### config.mk
export PLATFORM = sky130hd
export DESIGN_NAME = unidade_busca
export DESIGN_NICKNAME = d
export VERILOG_FILES = /design/src/rtl/cpu_pkg.sv /design/src/rtl/proximo_pc.sv /design/src/rtl/unidade_busca.sv
export SDC_FILE = /design/constraint.sdc
export NUM_CORES = 1
export LEC_CHECK = 0
export ABC_AREA = 1
export CAP_MARGIN = 10
export CORE_MARGIN = 2
export CORE_UTILIZATION = 51
export CTS_CLUSTER_DIAMETER = 30
export CTS_CLUSTER_SIZE = 20
export DETAILED_ROUTE_END_ITERATION = 8
export PLACE_DENSITY = 0.92
export SLEW_MARGIN = 30
export SYNTH_ARGS = -nofsm -noshare
export SYNTH_HDL_FRONTEND = slang
export SYNTH_HIERARCHICAL = 1
export SYNTH_SLANG_ARGS = --single-unit
### constraint.sdc
create_clock -name clk -period 3.6 [get_ports clk]
set_input_delay 0.54 -clock clk [delete_from_list [all_inputs] [get_ports clk]]
set_output_delay 0.54 -clock clk [all_outputs]
set_load 0.05 [all_outputs]
### src/rtl/cpu_pkg.sv
// Shared CPU definitions: opcodes, next-PC source encodings,
// fetch FSM state encodings and instruction-register field positions.
package cpu_pkg;

  localparam logic [3:0] OP_JUMP = 4'd11;
  localparam logic [3:0] OP_BEQ  = 4'd12;

  localparam logic [1:0] FCP_SEQ    = 2'b00;
  localparam logic [1:0] FCP_BRANCH = 2'b01;
  localparam logic [1:0] FCP_JUMP   = 2'b10;

  typedef logic [1:0] estado_t;

  localparam estado_t INICIO     = 2'd0;
  localparam estado_t BUSCA      = 2'd1;
  localparam estado_t DECODIFICA = 2'd2;
  localparam estado_t EXECUTA    = 2'd3;

  localparam int IR_OP_HI  = 15;
  localparam int IR_OP_LO  = 12;
  localparam int IR_RD_HI  = 11;
  localparam int IR_RD_LO  = 8;
  localparam int IR_RS_HI  = 7;
  localparam int IR_RS_LO  = 4;
  localparam int IR_RT_HI  = 3;
  localparam int IR_RT_LO  = 0;
  localparam int IR_IMM_HI = 7;
  localparam int IR_IMM_LO = 0;

endpackage

### src/rtl/proximo_pc.sv
// Next-PC selection: sequential, relative branch, absolute jump or hold,
// gated by the unconditional and conditional PC write enables.
module proximo_pc
  import cpu_pkg::*;
#(
  parameter int WIDTH_PC = 8
) (
  input  logic [WIDTH_PC-1:0] i_pc,
  input  logic [7:0]          i_imm,
  input  logic [1:0]          i_fonte_cp,
  input  logic                i_esc_cp,
  input  logic                i_esc_cond_cp,
  input  logic                i_zero,
  output logic [WIDTH_PC-1:0] o_prox_pc
);

  logic [WIDTH_PC-1:0] w_pc1;
  logic [WIDTH_PC-1:0] w_sext;
  logic [WIDTH_PC-1:0] w_zext;
  logic [WIDTH_PC-1:0] w_tgt;

  assign w_pc1  = i_pc + WIDTH_PC'(1);
  assign w_sext = WIDTH_PC'($signed(i_imm));
  assign w_zext = WIDTH_PC'(i_imm);

  always_comb begin
    w_tgt = i_pc;
    case (i_fonte_cp)
      FCP_SEQ:    w_tgt = w_pc1;
      FCP_BRANCH: w_tgt = w_pc1 + w_sext;
      FCP_JUMP:   w_tgt = w_zext;
      default:    w_tgt = i_pc;
    endcase
  end

  // A not-taken conditional branch always falls through, whatever the source.
  always_comb begin
    o_prox_pc = i_pc;
    if (i_esc_cond_cp)
      o_prox_pc = i_zero ? w_tgt : w_pc1;
    else if (i_esc_cp)
      o_prox_pc = w_tgt;
  end

endmodule

### src/rtl/unidade_busca.sv
// Fetch/decode unit: owns PC and IR, fetches over req/ack, applies next-PC.
// Optional PERF_CNT_EN adds retired-instruction and fetch-wait counters.
module unidade_busca
  import cpu_pkg::*;
#(
  parameter int                  WIDTH_PC    = 8,
  parameter int                  WIDTH_INSTR = 16,
  parameter logic [WIDTH_PC-1:0] RESET_PC    = '0
) (
  input  logic                   clk,
  input  logic                   rst,
  output logic                   mem_req,
  output logic [WIDTH_PC-1:0]    mem_addr,
  input  logic                   mem_ack,
  input  logic [WIDTH_INSTR-1:0] mem_data,
  input  logic                   EscCP,
  input  logic                   EscCondCP,
  input  logic [1:0]             FonteCP,
  input  logic                   zero,
  output logic [3:0]             opcode,
  output logic [3:0]             rd,
  output logic [3:0]             rs,
  output logic [3:0]             rt,
  output logic [7:0]             imm,
  output logic [WIDTH_PC-1:0]    pc,
`ifdef PERF_CNT_EN
  output logic [31:0]            ret_count,
  output logic [15:0]            fetch_wait,
`endif
  output logic                   instr_valid
);

  estado_t                r_estado;
  logic [WIDTH_PC-1:0]    r_pc;
  logic [WIDTH_INSTR-1:0] r_ir;
  logic [WIDTH_PC-1:0]    w_prox_pc;

  assign opcode      = r_ir[IR_OP_HI:IR_OP_LO];
  assign rd          = r_ir[IR_RD_HI:IR_RD_LO];
  assign rs          = r_ir[IR_RS_HI:IR_RS_LO];
  assign rt          = r_ir[IR_RT_HI:IR_RT_LO];
  assign imm         = r_ir[IR_IMM_HI:IR_IMM_LO];
  assign pc          = r_pc;
  assign mem_req     = (r_estado == BUSCA);
  assign mem_addr    = r_pc;
  assign instr_valid = (r_estado == DECODIFICA) ||
                       (r_estado == EXECUTA);

  proximo_pc #(
    .WIDTH_PC(WIDTH_PC)
  ) u_proximo_pc (
    .i_pc         (r_pc),
    .i_imm        (imm),
    .i_fonte_cp   (FonteCP),
    .i_esc_cp     (EscCP),
    .i_esc_cond_cp(EscCondCP),
    .i_zero       (zero),
    .o_prox_pc    (w_prox_pc)
  );

  always_ff @(posedge clk) begin
    if (rst) begin
      r_estado <= INICIO;
      r_pc     <= RESET_PC;
      r_ir     <= '0;
    end else begin
      case (r_estado)
        INICIO: r_estado <= BUSCA;
        BUSCA: begin
          if (mem_ack) begin
            r_ir     <= mem_data;
            r_estado <= DECODIFICA;
          end
        end
        DECODIFICA: r_estado <= EXECUTA;
        default: begin
          r_pc     <= w_prox_pc;
          r_estado <= BUSCA;
        end
      endcase
    end
  end

`ifdef PERF_CNT_EN
  logic [31:0] r_ret_count;
  logic [15:0] r_fetch_wait;

  assign ret_count  = r_ret_count;
  assign fetch_wait = r_fetch_wait;

  always_ff @(posedge clk) begin
    if (rst) begin
      r_ret_count  <= '0;
      r_fetch_wait <= '0;
    end else begin
      if (r_estado == EXECUTA)
        r_ret_count <= r_ret_count + 32'd1;
      if (mem_req && !mem_ack && r_fetch_wait != 16'hFFFF)
        r_fetch_wait <= r_fetch_wait + 16'd1;
    end
  end
`endif

endmodule

# Word level (Yosys, flattened, before mapping)
# Index checks and enable logic that the tools add are counted.
# op_classes
n_addsub	2
n_eq_ne	6
muxes	6
bitwise	1
n_reduce_logical	7
# op_table
cell	count
$mux 8	3
$pmux 8 s3	1
$add 8x1->8 const B	1
$add 8x8->8	1
$eq 2x2->1 const B	3
$eq 2x1->1 const B	2
$logic_not 2->1	2
$pmux 2 s2	1
$reduce_and 2->1	2
$reduce_or 3->1	1
$mux 2	1
$ne 2x1->1 const B	1
$reduce_bool 2->1	1
$logic_or 1x1->1	1
$not 1->1	1
# word_totals
ff_bits	26
inputBits	24
wordCells	25

# Logic depth before layout (Yosys ltp)
# Gate-level depths: netlist (run 1).
# logic_depth
depth_word	5
ltp_mapped	22

# Hierarchy
# The synthesis (run 1) kept the hierarchy.
# modules_own_cells
mod	instances	cells_per_inst	area_per_inst_um2	seq_area_each_um2
unidade_busca	1	137	1121.1	520.5
proximo_pc	1	200	994.7	0.0

# Least setup slack after synthesis (run 1)
# OpenSTA, ideal clock, no wires.
# synth_timing
path_kind	register to register
start	reg r_pc[0] (netlist: mem_addr[0])
end	reg r_pc[7] (netlist: mem_addr[7])
setup_ns	0.117
arrival_ns	2.692
t_required_ns	3.483
setup_slack_ns	0.791
path_stages_with_launch	22
n_path_buf	0
cell_sequence	dfxtp_1 ha_1 nand2_1 inv_2 nand3_2 nor2_2 xor2_2 ha_1 nand2_1 inv_1 nand2_1 nand2_1 a21oi_1 nand3_1 nand3_1 nand2_1 nand2_1 nand2_1 nand2_1 nand2_1 nor2_1 nor2_1
# synth_between
elab_chain_len	5
# synth_rtl
item	line	source
start, declared	unidade_busca.sv:34	logic [WIDTH_PC-1:0] r_pc;
start signal, assigned	unidade_busca.sv:77	r_pc <= w_prox_pc;
$add 8x1->8 (*)	proximo_pc.sv:22	assign w_pc1 = i_pc + WIDTH_PC'(1);
$add 8x8->8	proximo_pc.sv:30	FCP_BRANCH: w_tgt = w_pc1 + w_sext;
$pmux 8 s3	proximo_pc.sv:28	case (i_fonte_cp)
$mux 8 (on tied branches)	proximo_pc.sv:41, proximo_pc.sv:40	
$mux 8 (*)	proximo_pc.sv:39	if (i_esc_cond_cp)
net w_prox_pc[7]	unidade_busca.sv:36	logic [WIDTH_PC-1:0] w_prox_pc;
# Mark *: on every way through the listed nets, which the timed path passes. The rest lies on a longest branch. The select of a mux whose other input is x is not followed.
# A chain may end at the register's enable or synchronous reset.

# Worst setup path after layout (run 1)
# Ends and elaborated chain as after synthesis.

==> results of run 1 <==
==> placed cells by master (no fill, tap or decap), types with 2 or more instances in the layout <==
cell type and instances:
o22ai_1 2, or2_2 2, ha_1 13, nor2_2 4, nand2_1 73, xor2_2 2
o21ai_0 31, inv_2 2, nor2_1 61, a21oi_1 20, o21bai_1 2, nand4_1 2
nand3_1 13, inv_1 39, o21ai_1 9, dfxtp_1 26, clkbuf_8 3, xnor2_1 2
clkdlybuf4s50_1 65
==> critical path, cell delays in order (launching register included) <==
cell and delay (ns):
dfxtp_1 0.47, ha_1 0.21, nand2_1 0.08, inv_2 0.08, nand3_2 0.07, nor2_2 0.13
xor2_2 0.19, ha_1 0.29, nand2_1 0.11, inv_1 0.04, nand2_1 0.06, nand2_1 0.05
a21oi_1 0.17, nand3_1 0.10, nand3_1 0.08, nand2_1 0.06, nand2_1 0.07, nand2_1 0.06
nand2_1 0.08, nand2_1 0.05, nor2_1 0.10, nor2_1 0.06
==> logic make-up after synthesis <==
logic type / synth area share, %
AND/OR/NAND/NOR: 30.5
adder cells (fa/ha/maj): 8.63
AO/OA/AOI/OAI: 17.1
XOR/XNOR: 2.78
buffers and inverters: 16.4
flip-flops: 24.6
==> per-layer routing <==
metal	share of wire (%)	wire, um
met1	43	2330
met2	49	2680
met3	7.1	385
met4	0.50	27
met5	0	0
==> report_power, final <==
group / switching (mW) / internal (mW)
clock network: 0.0937 / 0.0752
registers: 0.0450 / 0.323
logic: 0.387 / 0.203
total: 0.526 / 0.602
==> registers in the layout (all words and copies together) (netlist names) <==
name,count
r_estado,2
r_ir,16
mem_addr,8
==> final cells by class <==
| class | count | area [um^2] | area share, % |
|---|---|---|---|
| Multi-Input combinational cell | 245 | 1250 | 46.4 |
| Sequential cell | 26 | 520 | 19.4 |
| Timing Repair Buffer | 65 | 651 | 24.2 |
| Clock buffer | 3 | 41.3 | 1.54 |
| Tap cell | 50 | 62.6 | 2.33 |
| Inverter | 43 | 166 | 6.19 |
==> per-stage QoR <==
step	cells	worst slack, ns	hold WS (ns)	instance area, um^2
floorplan	337	0.791	0.500	2120
global placement	429	1.09	0.465	2650
detailed placement	429	0.950	0.474	2650
CTS	432	0.909	0.493	2690
global route	432	0.601	0.525	2690
finish	432	0.874	0.491	2690
==> worst paths after layout <==
kind	slack, ns	start	endpoint	cells past startpoint
max reg2reg	0.87	mem_addr[0]$_SDFFE_PP0N_	mem_addr[7]$_SDFFE_PP0N_	21
min	0.49	r_ir[15]$_SDFFE_PP0P_	r_ir[15]$_SDFFE_PP0P_	2
max	0.87	mem_addr[0]$_SDFFE_PP0N_	mem_addr[7]$_SDFFE_PP0N_	21
min reg2reg	0.49	r_ir[15]$_SDFFE_PP0P_	r_ir[15]$_SDFFE_PP0P_	2
==> impl_metrics.py, run 1 <==
metrics = {
    "run_status": {
        "status": "completed",
    },
    "yosys": {
        "synth.most_common_cell": "nand2_1",
        "synth_nets": 375,
        "ys_seq_area_share_pct": 24.6,
        "synth_top_area_cell": "dfxtp_1",
        "synth-main-ff-cell": "dfxtp_1",
        "syn_area_per_cell_um2": 6.28,
        "async_flop_share_pct": 0,
        "synth_area_um2": 2120,
        "synth_edf_count": 0,
        "synth.area.top_cells": "dfxtp_1 (25%), nand2_1 (13%), nor2_1 (11%), ha_1 (7.7%), o21ai_0 (7.3%)",
        "yosysTopAreaCellShare_pct": 24.6,
        "synth.yosys.warnings": 6,
        "synth_cell_types": 33,
        "synth_common_cells": "nand2_1 (73), nor2_1 (61), inv_1 (39)",
        "ys_ff_latch": 26,
        "syn-instance-count": 337,
    },
    "worst_setup_path": {
        "critPathCaptureType": "register",
        "worstPathMaxFanout": 9,
        "arrival_ns": 2.90,
        "crit_path_start_kind": "register",
        "critPathKind": "reg2reg",
        "cp.required_ns": 3.78,
    },
    "sta": {
        "setup_viol": 0,
        "setup_tns_ns": 0,
        "max_slew.worst_pin.slew_ns": 0.518,
        "max_freq_mhz": 367,
        "rsz0062_at_grt": "false",
        "period_minus_slack_ns": 2.73,
        "skew_ns": 0.00451,
        "slew_viol_final": 0,
        "finalCritPeriodShare_pct": 75.7,
        "relSlewSlack_pct": 65.4,
        "hold_violations": 0,
    },
    "finish": {
        "nets": 422,
        "layout-drive-gt1-share_pct": 4.19,
        "final_core_util_pct": 67.2,
        "antenna_cells": 0,
        "area_growth_syn_to_layout_pct": 27.1,
        "num-fill-cells": 352,
    },
    "drt": {
        "drt_wl_total_mm": 5.42,
        "drtAntennaViolNets": 0,
        "via_count": 2322,
        "wire_per_inst_um": 12.5,
        "drc": 0,
        "first_pass_iters": 7,
        "viasPerCell": 5.38,
        "drt_iter0_markers": 205,
    },
    "cts": {
        "h-tree-depth": 1,
        "cts_setup_buffers": 0,
        "clock_latency_ns": 0.27,
        "clk_pin_slew_ns": 0.09,
        "cts_buffers": 3,
        "hold_buffers": 0,
        "cts_buffer_depth": 2,
        "ctsResizeCount": 0,
        "cts.sinks": 26,
        "clockRootBuffer": "clkbuf_8",
        "cts_tree": "built",
    },
    "power_and_ir_drop": {
        "finalPower_mw": 1.13,
        "p_leak_nw": 1.24,
        "pwr_density_cell_nw_per_um2": 419,
        "ir_drop_uv": 407,
    },
    "global_route": {
        "use_met1_pct": 30.9,
        "top_usage_layer": "met2",
        "grt_max_degree": 27,
        "antenna_found_initial": 0,
        "globalRouteMet2Util_pct": 44.0,
        "grt_usage_pct": 24.8,
        "grt_pass1_vias": 2082,
        "grt-ovfl-total": 0,
        "grtUsageMet3_pct": 4.44,
        "grt_pass1_wl_mm": 8.97,
    },
    "min_path": {
        "min_path_type": "reg2reg",
    },
    "die": {
        "placementRows": 23,
        "die_h_um": 68.4,
        "num_io_pins": 66,
        "fp.dieW_um": 68.4,
        "core_region_area_um2": 4000,
        "start_util_pct": 52.9,
        "die_area_um2": 4680,
    },
    "placement": {
        "gp_congestion": 0.952,
        "dp_hpwl_mm": 4.04,
        "port_buffers": 65,
    },
    "run": {
        "drv_cap": 0,
    },
}
No activity file was read; power rests on OpenSTA's default activity.
==> inputs of run 2 (changes only) <==
--- a/config.mk
+++ b/config.mk
@@ -8,11 +8,11 @@
 export ABC_AREA = 1
 export CAP_MARGIN = 10
 export CORE_MARGIN = 2
-export CORE_UTILIZATION = 51
+export CORE_UTILIZATION = 47
 export CTS_CLUSTER_DIAMETER = 30
 export CTS_CLUSTER_SIZE = 20
 export DETAILED_ROUTE_END_ITERATION = 8
-export PLACE_DENSITY = 0.92
+export PLACE_DENSITY = 0.87
 export SLEW_MARGIN = 30
 export SYNTH_ARGS = -nofsm -noshare
 export SYNTH_HDL_FRONTEND = slang
==> constraint.sdc (replaced) <==
create_clock -name clk -period 2.7 [get_ports clk]
set_input_delay 0.405 -clock clk [delete_from_list [all_inputs] [get_ports clk]]
set_output_delay 0.405 -clock clk [all_outputs]
set_load 0.05 [all_outputs]
==> run 2 against run 1 <==
  * Design area grew 2.3%
  * Die area grew 8.0%
  * Highest routed layer unchanged
  * Fmax grew 7.9%
  * Worst hold slack is essentially flat
  * Cell count grew 0.93%
==> impl_metrics.py, run 2 (synthesis gave the netlist of run 1 again) <==
metrics = {
    "die": {
        "num_io_pins": 66,
        "die_h_um": 71.1,
        "start_util_pct": 48.6,
        "die_area_um2": 5050,
        "placementRows": 24,
        "fp.dieW_um": 71.1,
        "core_region_area_um2": 4350,
    },
    "drt": {
        "drt_iter0_markers": 201,
        "drtAntennaViolNets": 0,
        "viasPerCell": 5.19,
        "first_pass_iters": 4,
        "wire_per_inst_um": 12.6,
        "via_count": 2264,
        "drc": 0,
        "drt_wl_total_mm": 5.48,
    },
    "finish": {
        "final_common_cell": "nand2_1",
        "layout-drive-gt1-share_pct": 5.99,
        "fin_area_um2": 2750,
        "largest_reg_flops": 16,
        "final_cell_mix": "nand2_1 (73), clkdlybuf4s50_1 (65), nor2_1 (61), inv_1 (39), o21ai_0 (31)",
        "num-fill-cells": 388,
        "area_growth_syn_to_layout_pct": 30.0,
        "nets": 423,
        "final_core_util_pct": 63.2,
        "regMostFlops": "r_ir",
        "antenna_cells": 0,
    },
    "min_path": {
        "hold_depth": 2,
        "min_to": "r_ir[10]$_SDFFE_PP0P_",
        "hp-start": "r_ir[10]$_SDFFE_PP0P_",
        "min_path_type": "reg2reg",
    },
    "sta": {
        "max_slew.worst_pin.slew_ns": 0.525,
        "rsz0062_at_grt": "false",
        "finalCritPeriodShare_pct": 93.6,
        "relSlewSlack_pct": 64.9,
        "skew_ns": 0.00810,
        "setup_viol": 0,
        "fin_hold_ws_ns": 0.491,
        "period_minus_slack_ns": 2.53,
        "max_freq_mhz": 396,
        "setup_tns_ns": 0,
        "hold_violations": 0,
        "slew_viol_final": 0,
    },
    "worst_setup_path": {
        "cp_top_family": "simple AND/OR/NAND/NOR gates",
        "startpoint": "mem_addr[1]$_SDFFE_PP0N_",
        "critPathCaptureType": "register",
        "path_common_cell": "nand2_1",
        "worstPathMaxFanout": 7,
        "critPathKind": "reg2reg",
        "path_cells": "ha_1 > nand2_1 > inv_2 > nand3_2 > nor2_2 > xor2_2 > ha_4 > a21oi_1 > nand2_1 > a21oi_2 > nand3_1 > nand3_1 > nand2_1 > nand2_1 > nand2_1 > nand2_1 > nand2_1 > nor2_1 > nor2_1",
        "ff2ff_path_depth": 19,
        "worstReg2RegEnd": "mem_addr[7]$_SDFFE_PP0N_",
        "r2r-start": "mem_addr[1]$_SDFFE_PP0N_",
        "crit_path_start_kind": "register",
        "cp_slowest_cell": "dfxtp_2",
        "path_buf_inv": 1,
        "cp.required_ns": 2.88,
        "max_stage_delay_ns": 0.40,
        "rrSetupSlack_ns": 0.17,
        "arrival_ns": 2.71,
    },
    "cts": {
        "cts_buffer_depth": 2,
        "clk_pin_slew_ns": 0.10,
        "clockRootBuffer": "clkbuf_8",
        "cts_buffers": 3,
        "h-tree-depth": 1,
        "cts.sinks": 26,
        "clock_latency_ns": 0.28,
        "hold_buffers": 0,
        "cts_tree": "built",
    },
    "global_route": {
        "grt_usage_pct": 21.1,
        "top_usage_layer": "met2",
        "grt_pass1_wl_mm": 8.78,
        "use_met1_pct": 26.6,
        "grt_max_degree": 27,
        "antenna_found_initial": 0,
        "grt_pass1_vias": 2064,
        "globalRouteMet2Util_pct": 37.0,
        "grt-ovfl-total": 0,
        "grtUsageMet3_pct": 3.28,
    },
    "placement": {
        "gp_congestion": 0.954,
        "port_buffers": 65,
        "dpl_cell_area_um2": 2660,
        "dp_hpwl_mm": 4.07,
    },
    "power_and_ir_drop": {
        "pwr_density_cell_nw_per_um2": 589,
        "p_leak_nw": 1.26,
        "ir_drop_uv": 340,
    },
    "run": {
        "drv_cap": 0,
    },
    "run_status": {
        "status": "completed",
    },
}
-- run 2: cell count changes in the layout (fill, tap and decap cells not counted), sizes merged --
| cell | change |
|---|---|
| buf | +1 |
| bufinv | +1 |
-- run 2: metrics by stage --
step	setup slack, ns	total power, mW	std cells
floorplan	0.105	1.08	337
global placement	0.270	1.27	432
detailed placement	0.142	1.28	432
CTS	0.126	1.62	436
global route	0.00637	1.71	436
finish	0.174	1.62	436
-- run 2: timing repair --
action                     4_1_cts  5_1_grt
resized for setup                0        4
buffers inserted                 0        0
setup endpoints to repair        0        3
-- run 2: final cells by class --
type	instances	area, um^2	area share (%)
Tap cell	52	65.1	2.36
Clock buffer	3	41.3	1.50
Inverter	43	166	6.05
Multi-Input combinational cell	245	1260	45.9
Sequential cell	26	527	19.1
Clock inverter	1	30.0	1.09
Timing Repair Buffer	66	658	23.9
-- run 2: how the worst max path moves through the flow --
stage                                     to  slack [ns]  cells after the start
finish              mem_addr[7]$_SDFFE_PP0N_        0.17                     19
global route        mem_addr[7]$_SDFFE_PP0N_       0.006                     21
CTS                 mem_addr[7]$_SDFFE_PP0N_        0.13                     21
detailed placement  mem_addr[7]$_SDFFE_PP0N_        0.14                     21
global placement    mem_addr[7]$_SDFFE_PP0N_        0.27                     21
floorplan           mem_addr[7]$_SDFFE_PP0N_        0.11                     20
-- run 2: worst register-to-register path, delay by kind of cell, from the launching register on --
kind,cells,cell delay (ns)
xor+xnor,1,0.23
compound gates,2,0.29
simple gates,13,1.00
flops,1,0.40
fa+ha+maj,2,0.43
buf+inv,1,0.07
-- run 2: metal layers --
layer	share of wire, %	up-vias
met5	0	-
met4	0.73	0
met3	7.4	4
met2	50	81
met1	42	1023
li1	-	1156
-- run 2: power breakdown --
part / internal, mW / switching [mW] / total [mW]
Clock: 0.199 / 0.137 / 0.335
Sequential: 0.432 / 0.0610 / 0.493
Combinational: 0.275 / 0.516 / 0.791
Total: 0.906 / 0.714 / 1.62
